==> config.mk <==
export PLATFORM = sky130hd
export DESIGN_NAME = ysyx_25010008_mem_arb_flat
export DESIGN_NICKNAME = d
export VERILOG_FILES = /design/src/rtl/ysyx_25010008_mem_arb_pkg.sv /design/src/rtl/ysyx_25010008_mem_arb_if.sv /design/src/rtl/ysyx_25010008_mem_arb_pick.sv /design/src/rtl/ysyx_25010008_mem_arb.sv /design/src/flat_wrapper.sv
export SDC_FILE = /design/constraint.sdc
export NUM_CORES = 1
export LEC_CHECK = 0
export CAP_MARGIN = 20
export CORE_AREA = 2 2 126 128
export DETAILED_ROUTE_END_ITERATION = 7
export DIE_AREA = 0 0 128 130
export DONT_BUFFER_PORTS = 1
export GPL_TIMING_DRIVEN = 0
export PLACE_DENSITY = 0.5
export SLEW_MARGIN = 25
export SYNTH_ARGS = -nofsm -noshare
export SYNTH_HDL_FRONTEND = slang
export SYNTH_HIERARCHICAL = 1
export SYNTH_SLANG_ARGS = --single-unit
==> constraint.sdc <==
create_clock -name clk -period 5.1 [get_ports clk]
set_clock_uncertainty 0.1 [all_clocks]
set_input_delay 1.02 -clock clk [delete_from_list [all_inputs] [get_ports clk]]
set_output_delay 1.02 -clock clk [all_outputs]
set_load 0.01 [all_outputs]
==> src/rtl/ysyx_25010008_mem_arb_pkg.sv <==
`default_nettype none
// ============================================================================
// Module : ysyx_25010008_pkg
// Brief  : Shared state encoding and master indices for the IFU/LSU memory arbiter.
// Rev    : 1.0  initial release
// ============================================================================
package ysyx_25010008_pkg;

    typedef enum logic [1:0] {
        IDLE = 2'd0,
        REQ  = 2'd1,
        RSP  = 2'd2,
        ERR  = 2'd3
    } arb_state_e;

    localparam logic M_IFU = 1'b0;
    localparam logic M_LSU = 1'b1;

endpackage
`default_nettype wire

==> src/rtl/ysyx_25010008_mem_arb_if.sv <==
`default_nettype none
// ============================================================================
// Module : ysyx_25010008_mem_arb_if
// Brief  : Request/response bus bundle; master drives requests, slave answers.
// Rev    : 1.0  initial release
// ============================================================================
interface ysyx_25010008_mem_arb_if #(
    parameter int ADDR_W = 32,
    parameter int DATA_W = 32
);
    logic                  req_valid;
    logic                  req_ready;
    logic [ADDR_W-1:0]     req_addr;
    logic                  req_wen;
    logic [DATA_W-1:0]     req_wdata;
    logic [DATA_W/8-1:0]   req_wmask;
    logic                  rsp_valid;
    logic                  rsp_ready;
    logic [DATA_W-1:0]     rsp_data;
    logic                  rsp_err;

    modport master (
        output req_valid, req_addr, req_wen, req_wdata, req_wmask, rsp_ready,
        input  req_ready, rsp_valid, rsp_data, rsp_err
    );

    modport slave (
        input  req_valid, req_addr, req_wen, req_wdata, req_wmask, rsp_ready,
        output req_ready, rsp_valid, rsp_data, rsp_err
    );
endinterface
`default_nettype wire

==> src/rtl/ysyx_25010008_mem_arb_pick.sv <==
`default_nettype none
// ============================================================================
// Module : ysyx_25010008_arb_pick
// Brief  : Two-requester winner select; round-robin when YSYX_25010008_ARB_RR_EN
//          is defined, otherwise fixed priority with the LSU winning ties.
// Rev    : 1.0  initial release
// ============================================================================
module ysyx_25010008_arb_pick
    import ysyx_25010008_pkg::*;
(
    input  wire logic [1:0] i_req,
    input  wire logic       i_last,
    output logic      [1:0] o_gnt
);

`ifdef YSYX_25010008_ARB_RR_EN
    // On a tie the master that did not win last time goes first.
    always_comb begin
        o_gnt = i_req;
        if (i_req == 2'b11) begin
            o_gnt = (i_last == M_LSU) ? 2'b01 : 2'b10;
        end
    end
`else
    logic w_unused_last;
    assign w_unused_last = i_last;

    always_comb begin
        o_gnt = i_req;
        if (i_req[M_LSU]) begin
            o_gnt = 2'b10;
        end
    end
`endif

endmodule
`default_nettype wire

==> src/rtl/ysyx_25010008_mem_arb.sv <==
`default_nettype none
// ============================================================================
// Module : ysyx_25010008_mem_arb
// Brief  : Single-outstanding IFU/LSU arbiter onto one memory port with response
//          timeout; YSYX_25010008_ARB_RR_EN selects round-robin arbitration.
// Rev    : 1.0  initial release
// ============================================================================
module ysyx_25010008_mem_arb
    import ysyx_25010008_pkg::*;
#(
    parameter int ADDR_W      = 32,
    parameter int DATA_W      = 32,
    parameter int TIMEOUT_CYC = 255
) (
    input wire logic clk,
    input wire logic rst,
    ysyx_25010008_mem_arb_if.slave  m0,
    ysyx_25010008_mem_arb_if.slave  m1,
    ysyx_25010008_mem_arb_if.master s
);

    localparam int MASK_W = DATA_W / 8;

    arb_state_e          r_state;
    arb_state_e          w_state_nxt;
    logic                r_gnt;
    logic [ADDR_W-1:0]   r_addr;
    logic                r_wen;
    logic [DATA_W-1:0]   r_wdata;
    logic [MASK_W-1:0]   r_wmask;
    logic [15:0]         r_cnt;
    logic [15:0]         w_cnt_inc;
    logic [1:0]          w_pick;
    logic                w_last;
    logic                w_grant;
    logic                w_rsp_ready_g;
    logic                w_unused_m0;

    // The IFU only reads, so its write-side fields are never forwarded.
    assign w_unused_m0   = ^{m0.req_wen, m0.req_wdata, m0.req_wmask};
    assign w_cnt_inc     = r_cnt + 16'd1;
    assign w_grant       = (r_state == IDLE) && (|w_pick);
    assign w_rsp_ready_g = r_gnt ? m1.rsp_ready : m0.rsp_ready;

`ifdef YSYX_25010008_ARB_RR_EN
    logic r_last;

    always_ff @(posedge clk) begin
        if (rst) begin
            r_last <= M_LSU;
        end else if (w_grant) begin
            r_last <= w_pick[M_LSU];
        end
    end

    assign w_last = r_last;
`else
    assign w_last = M_LSU;
`endif

    ysyx_25010008_arb_pick u_pick (
        .i_req  ({m1.req_valid, m0.req_valid}),
        .i_last (w_last),
        .o_gnt  (w_pick)
    );

    always_ff @(posedge clk) begin
        if (rst) begin
            r_state <= IDLE;
        end else begin
            r_state <= w_state_nxt;
        end
    end

    always_comb begin
        w_state_nxt = r_state;
        case (r_state)
            IDLE: if (|w_pick) w_state_nxt = REQ;
            REQ:  if (s.req_ready) w_state_nxt = RSP;
            RSP: begin
                if (s.rsp_valid) begin
                    if (w_rsp_ready_g) w_state_nxt = IDLE;
                end else if (w_cnt_inc == 16'(TIMEOUT_CYC)) begin
                    w_state_nxt = ERR;
                end
            end
            ERR:  if (w_rsp_ready_g) w_state_nxt = IDLE;
            default: w_state_nxt = IDLE;
        endcase
    end

    always_ff @(posedge clk) begin
        if (rst) begin
            r_gnt   <= M_IFU;
            r_addr  <= '0;
            r_wen   <= 1'b0;
            r_wdata <= '0;
            r_wmask <= '0;
            r_cnt   <= '0;
        end else begin
            if (w_grant) begin
                r_gnt <= w_pick[M_LSU];
                if (w_pick[M_LSU]) begin
                    r_addr  <= m1.req_addr;
                    r_wen   <= m1.req_wen;
                    r_wdata <= m1.req_wdata;
                    r_wmask <= m1.req_wmask;
                end else begin
                    r_addr  <= m0.req_addr;
                    r_wen   <= 1'b0;
                    r_wdata <= '0;
                    r_wmask <= '0;
                end
            end
            // Counts only silent RSP cycles; a stalled-but-valid response does not age.
            if ((r_state == REQ) && s.req_ready) begin
                r_cnt <= '0;
            end else if ((r_state == RSP) && !s.rsp_valid) begin
                r_cnt <= w_cnt_inc;
            end
        end
    end

    assign s.req_addr  = r_addr;
    assign s.req_wen   = r_wen;
    assign s.req_wdata = r_wdata;
    assign s.req_wmask = r_wmask;

    always_comb begin
        m0.req_ready = 1'b0;
        m1.req_ready = 1'b0;
        m0.rsp_valid = 1'b0;
        m0.rsp_data  = '0;
        m0.rsp_err   = 1'b0;
        m1.rsp_valid = 1'b0;
        m1.rsp_data  = '0;
        m1.rsp_err   = 1'b0;
        s.req_valid  = 1'b0;
        s.rsp_ready  = 1'b0;
        case (r_state)
            IDLE: begin
                m0.req_ready = w_pick[M_IFU];
                m1.req_ready = w_pick[M_LSU];
            end
            REQ: s.req_valid = 1'b1;
            RSP: begin
                s.rsp_ready = w_rsp_ready_g;
                if (r_gnt) begin
                    m1.rsp_valid = s.rsp_valid;
                    m1.rsp_data  = s.rsp_data;
                    m1.rsp_err   = s.rsp_err;
                end else begin
                    m0.rsp_valid = s.rsp_valid;
                    m0.rsp_data  = s.rsp_data;
                    m0.rsp_err   = s.rsp_err;
                end
            end
            ERR: begin
                // Memory is always drained here so a late reply cannot leak out.
                s.rsp_ready = 1'b1;
                if (r_gnt) begin
                    m1.rsp_valid = 1'b1;
                    m1.rsp_err   = 1'b1;
                end else begin
                    m0.rsp_valid = 1'b1;
                    m0.rsp_err   = 1'b1;
                end
            end
            default: ;
        endcase
    end

endmodule
`default_nettype wire

==> src/flat_wrapper.sv <==
// flat-port wrapper written by rule: the top's interface ports become plain ports
module ysyx_25010008_mem_arb_flat import ysyx_25010008_pkg::*;
#(
    parameter int ADDR_W      = 32,
    parameter int DATA_W      = 32,
    parameter int TIMEOUT_CYC = 255
)
  (clk, rst, m0_req_valid, m0_req_addr, m0_req_wen, m0_req_wdata, m0_req_wmask, m0_rsp_ready, m0_req_ready, m0_rsp_valid, m0_rsp_data, m0_rsp_err, m1_req_valid, m1_req_addr, m1_req_wen, m1_req_wdata, m1_req_wmask, m1_rsp_ready, m1_req_ready, m1_rsp_valid, m1_rsp_data, m1_rsp_err, s_req_valid, s_req_addr, s_req_wen, s_req_wdata, s_req_wmask, s_rsp_ready, s_req_ready, s_rsp_valid, s_rsp_data, s_rsp_err);
  ysyx_25010008_mem_arb_if #(.ADDR_W(ADDR_W), .DATA_W(DATA_W)) m0_i ();
  ysyx_25010008_mem_arb_if #(.ADDR_W(ADDR_W), .DATA_W(DATA_W)) m1_i ();
  ysyx_25010008_mem_arb_if #(.ADDR_W(ADDR_W), .DATA_W(DATA_W)) s_i ();
  input wire logic clk;
  input wire logic rst;
  input wire logic [$bits(m0_i.req_valid)-1:0] m0_req_valid;
  input wire logic [$bits(m0_i.req_addr)-1:0] m0_req_addr;
  input wire logic [$bits(m0_i.req_wen)-1:0] m0_req_wen;
  input wire logic [$bits(m0_i.req_wdata)-1:0] m0_req_wdata;
  input wire logic [$bits(m0_i.req_wmask)-1:0] m0_req_wmask;
  input wire logic [$bits(m0_i.rsp_ready)-1:0] m0_rsp_ready;
  output wire logic [$bits(m0_i.req_ready)-1:0] m0_req_ready;
  output wire logic [$bits(m0_i.rsp_valid)-1:0] m0_rsp_valid;
  output wire logic [$bits(m0_i.rsp_data)-1:0] m0_rsp_data;
  output wire logic [$bits(m0_i.rsp_err)-1:0] m0_rsp_err;
  input wire logic [$bits(m1_i.req_valid)-1:0] m1_req_valid;
  input wire logic [$bits(m1_i.req_addr)-1:0] m1_req_addr;
  input wire logic [$bits(m1_i.req_wen)-1:0] m1_req_wen;
  input wire logic [$bits(m1_i.req_wdata)-1:0] m1_req_wdata;
  input wire logic [$bits(m1_i.req_wmask)-1:0] m1_req_wmask;
  input wire logic [$bits(m1_i.rsp_ready)-1:0] m1_rsp_ready;
  output wire logic [$bits(m1_i.req_ready)-1:0] m1_req_ready;
  output wire logic [$bits(m1_i.rsp_valid)-1:0] m1_rsp_valid;
  output wire logic [$bits(m1_i.rsp_data)-1:0] m1_rsp_data;
  output wire logic [$bits(m1_i.rsp_err)-1:0] m1_rsp_err;
  output wire logic [$bits(s_i.req_valid)-1:0] s_req_valid;
  output wire logic [$bits(s_i.req_addr)-1:0] s_req_addr;
  output wire logic [$bits(s_i.req_wen)-1:0] s_req_wen;
  output wire logic [$bits(s_i.req_wdata)-1:0] s_req_wdata;
  output wire logic [$bits(s_i.req_wmask)-1:0] s_req_wmask;
  output wire logic [$bits(s_i.rsp_ready)-1:0] s_rsp_ready;
  input wire logic [$bits(s_i.req_ready)-1:0] s_req_ready;
  input wire logic [$bits(s_i.rsp_valid)-1:0] s_rsp_valid;
  input wire logic [$bits(s_i.rsp_data)-1:0] s_rsp_data;
  input wire logic [$bits(s_i.rsp_err)-1:0] s_rsp_err;
  assign m0_i.req_valid = m0_req_valid;
  assign m0_i.req_addr = m0_req_addr;
  assign m0_i.req_wen = m0_req_wen;
  assign m0_i.req_wdata = m0_req_wdata;
  assign m0_i.req_wmask = m0_req_wmask;
  assign m0_i.rsp_ready = m0_rsp_ready;
  assign m0_req_ready = m0_i.req_ready;
  assign m0_rsp_valid = m0_i.rsp_valid;
  assign m0_rsp_data = m0_i.rsp_data;
  assign m0_rsp_err = m0_i.rsp_err;
  assign m1_i.req_valid = m1_req_valid;
  assign m1_i.req_addr = m1_req_addr;
  assign m1_i.req_wen = m1_req_wen;
  assign m1_i.req_wdata = m1_req_wdata;
  assign m1_i.req_wmask = m1_req_wmask;
  assign m1_i.rsp_ready = m1_rsp_ready;
  assign m1_req_ready = m1_i.req_ready;
  assign m1_rsp_valid = m1_i.rsp_valid;
  assign m1_rsp_data = m1_i.rsp_data;
  assign m1_rsp_err = m1_i.rsp_err;
  assign s_req_valid = s_i.req_valid;
  assign s_req_addr = s_i.req_addr;
  assign s_req_wen = s_i.req_wen;
  assign s_req_wdata = s_i.req_wdata;
  assign s_req_wmask = s_i.req_wmask;
  assign s_rsp_ready = s_i.rsp_ready;
  assign s_i.req_ready = s_req_ready;
  assign s_i.rsp_valid = s_rsp_valid;
  assign s_i.rsp_data = s_rsp_data;
  assign s_i.rsp_err = s_rsp_err;
  ysyx_25010008_mem_arb #(.ADDR_W(ADDR_W), .DATA_W(DATA_W), .TIMEOUT_CYC(TIMEOUT_CYC)) u_core (.clk(clk), .rst(rst), .m0(m0_i), .m1(m1_i), .s(s_i));
endmodule
Word level (Yosys, flattened, before mapping)
Index checks and enable logic that the tools add are counted.
Operators by class
  $add $sub $neg: 1
  $mul: 0
  div/mod/pow operators: 0
  order comparisons: 0
  equality and inequality tests: 7
  shifts and indexed selects: 0
  mux-type cells: 30
  bitwise gates (word level): 0
  reductions and logical operators: 8
Operators with widths (count)
  $mux 32: 6
  $add 16x1->16 const B: 1
  $eq 16x8->1 const B: 1
  $mux 2: 6
  $mux 1: 11
  $pmux 1 s2: 5
  $pmux 2 s4: 1
  $eq 2x2->1 const B: 2
  $mux 4: 1
  $ne 2x2->1 const B: 2
  $reduce_or 2->1: 2
  $logic_and 1x1->1: 3
  $ne 3x2->1 const B: 1
  $reduce_and 3->1: 1
  $eq 2x1->1 const B: 1
  $logic_not 2->1: 1
  $logic_not 1->1: 1
Word-level totals
  register bits after elaboration: 88
  latch bits: 0
  RAM bits: 0
  memory bits (read-only): 0
  bits of input ports: 179
  output and inout port bits: 141
  word-level logic and storage cells: 53
  memories kept: 0

Logic depth before layout (Yosys ltp)
  depth after elaboration: 5
  gate-level depth with buffers: 9
  gate-level depth less buffers: 7

By module
Netlist, hierarchy kept.
Modules (own cells, without submodules)
  ysyx_25010008_mem_arb: instances 1, cells each 530, area an instance 4211.5 sq um, seq. area each 1761.7 sq um
  ysyx_25010008_arb_pick: instances 1, cells each 2, area an instance 21.3 sq um, seq. area each 0.0 sq um

Worst setup path before layout
OpenSTA, ideal clock, no wires.
  path kind: input-to-output
  start: in m1_req_valid
  end: out m1_req_ready
  arrival: 1.816 ns
  required time: 3.980 ns
  path slack: 2.164 ns
  stages on the path: 5
  buffers on the path: 4
  path through: buf_4 > buf_2 > and2_1 > clkbuf_2 > clkbuf_1
Between the ends
  cells in the longest elaborated chain, start to end: 2
Ends and longest elaborated chain
  start: declaration: line flat_wrapper.sv:24  | input wire logic [$bits(m1_i.req_valid)-1:0] m1_req_valid;
  $mux 2: line ysyx_25010008_mem_arb_pick.sv:30  | if (i_req[M_LSU]) begin
  $mux 1: line ysyx_25010008_mem_arb.sv:140  | case (r_state)
  end: declaration: line flat_wrapper.sv:30  | output wire logic [$bits(m1_i.req_ready)-1:0] m1_req_ready;
No other way between the ends.

Final worst setup path
  start: reg u_core.r_state[1]
  end: out m1_rsp_data[29]
Between the ends
  cells in the longest elaborated chain, start to end: 2
Ends and longest elaborated chain
  start: declaration: line ysyx_25010008_mem_arb.sv:24  | arb_state_e r_state;
  start signal: assignment: line ysyx_25010008_mem_arb.sv:71  | r_state <= w_state_nxt;
  $eq 2x2->1: line ysyx_25010008_mem_arb.sv:140
  $mux 32: line ysyx_25010008_mem_arb.sv:140
  end: declaration: line flat_wrapper.sv:32  | output wire logic [$bits(m1_i.rsp_data)-1:0] m1_rsp_data;
No other way between the ends.

==> impl_metrics.tcl <==
set metrics [dict create \
    core_area_um2 15400 \
    initial_core_util 0.274 \
    mostFrequentLayoutCells "nor2_1, dfxtp_1, nand2_1" \
    status "completed" \
    cap_violations 0 \
    cp-start-kind "flop" \
    r2r_cells 6 \
    period_share 0.633 \
    period_minus_slack_ps 3230 \
    synth_warnings 6 \
    rrSetupSlack_ps 3000 \
    grt_max_degree 16 \
    root_buffer "clkbuf_16" \
    path_clk_slew_ps 60 \
    syn_avg_cell_area_um2 7.96 \
    cts_tree "done" \
    netlist_area_um2 4230 \
    path_cells "clkbuf_1, nand2_1, clkbuf_1, nor2_1" \
    grt_remaining_overflow 0 \
    drt-total-wl_um 14500 \
    first_global_vias 3637 \
    die_x_um 128 \
    slowest_stage "nor2_1" \
    grt_usage 0.161 \
    timing.critical_path.mode_cell "clkbuf_1" \
    top_layer "met4" \
    slowest_delay_ps 500 \
    wl_met3_um 1150 \
    place_area_um2 4470 \
    clkSinkCount 88 \
    die_area_um2 16600 \
    post-place-cells 723 \
    num_antenna_cells 0 \
    hp-start "u_core/r_cnt[15]" \
    irDropWorstVdd_mv 0.157 \
    rows 46 \
    power_density_nw_per_um2 368 \
    final_cells 739 \
    finalHoldViolCount 0 \
    required_ps 3980 \
    viasPerCell 5.34 \
    design_area_um2 4760 \
    crit_path_end_kind "output port" \
    drive_gt1_frac 0.0804 \
    wl_met1_um 5820 \
    syn2layout_area_growth_pct 12.5 \
    die_h_um 130 \
    wl_per_cell_um 19.7 \
    grt_pass1_wl_um 20200 \
    rr_endpoint "u_core/r_state[0]" \
    synthesis.nets 712 \
    maxSlewHeadroom 0.453 \
    holdWs_ps 420 \
    drc 0 \
    port_buffers 0 \
    hold_path.class "reg -> reg" \
    timing.rr.start "u_core/r_cnt[0]" \
    clock_latency_ps 350 \
    whs_path_depth 2 \
    max_freq_mhz 310 \
    min_to "u_core/r_cnt[15]" \
    rsz0062_at_grt "no" \
    drtPass1Iterations 5 \
    antenna_found_initial 0 \
    startpoint "u_core/r_state[1]" \
    htreeDepth 3 \
    cts.path.max_buffers 2 \
    layout.nets 723 \
    wl_met2_um 7030 \
    synth_cells 531 \
    slew_viol_final 0 \
    drt-initial-drc-count 154 \
    cts_setup_buffers 0 \
    vias 3943 \
    io_pins 320 \
    hpwl_um 11600 \
    setup_tns_ps 0 \
    place_congestion 0.806 \
    final-setup-viol-count 0 \
    arrival_ps 2110 \
    detail-route-antenna-nets 0 \
    crit_type "reg -> out" \
    cts_buffers 9 \
    p_leak_uw 0.00181 \
    hold_buffers 0 \
    final_common_cell "nor2_1" \
    critPathMaxFanout 10 \
    cts-resized-gates 0 \
    worst_slew_pin_slew_ps 821 \
]
-- flip-flops by register name, indices dropped and copies added (netlist names) --
register and flops:
u_core/s.req_wen 1, u_core/s.req_addr 32, u_core/r_state 2, u_core/r_gnt 1
u_core/s.req_wdata 32, u_core/r_cnt 16, u_core/s.req_wmask 4
-- critical path: cells and delay by family (launching register included) --
kind                   cells  cell delay (ps)
AND/OR/NAND/NOR            2              730
flip-flops                 1              400
buffers and inverters      2              630
-- routing by layer --
metal	global-route usage	vias up
met2	0.277	199
met1	0.180	1861
met5	0	-
met4	0.0879	0
met3	0.0488	31
li1	-	1852
-- worst max-delay path by stage --
stage,slack [ps],endpoint,cells past startpoint
CTS,1800,m1_req_ready,5
finish,1870,m1_rsp_data[29],4
floorplan,2160,m1_req_ready,5
detailed placement,1810,m1_req_ready,5
global route,1740,m1_req_ready,5
global placement,1840,m1_req_ready,5
-- metrics by stage --
step	setup slack [ps]	utilization	total power, µW
final	1870	0.309	1750
after detailed placement	1810	0.290	1120
after global placement	1840	0.290	1110
after floorplan	2160	-	1030
after CTS	1800	0.309	1770
after global routing	1740	0.309	1840
-- final cells by class --
cell class	instances	area, µm²
fill	1628	10700
multi-input combinational	394	2260
sequential	88	1760
clock buffer	11	253
tap	192	240
buffer	44	193
clock inverter	5	37.5
inverter	5	18.8
-- power by group --
| part | internal, µW | leakage, µW | total [µW] | switching [µW] |
|---|---|---|---|---|
| sequential | 747 | 0.000723 | 822 | 74.7 |
| combinational | 94.7 | 0.000953 | 282 | 187 |
| clock | 359 | 0.000139 | 645 | 286 |
| total | 1200 | 0.00181 | 1750 | 548 |
Note: power is estimated with default switching activity, not from simulation.
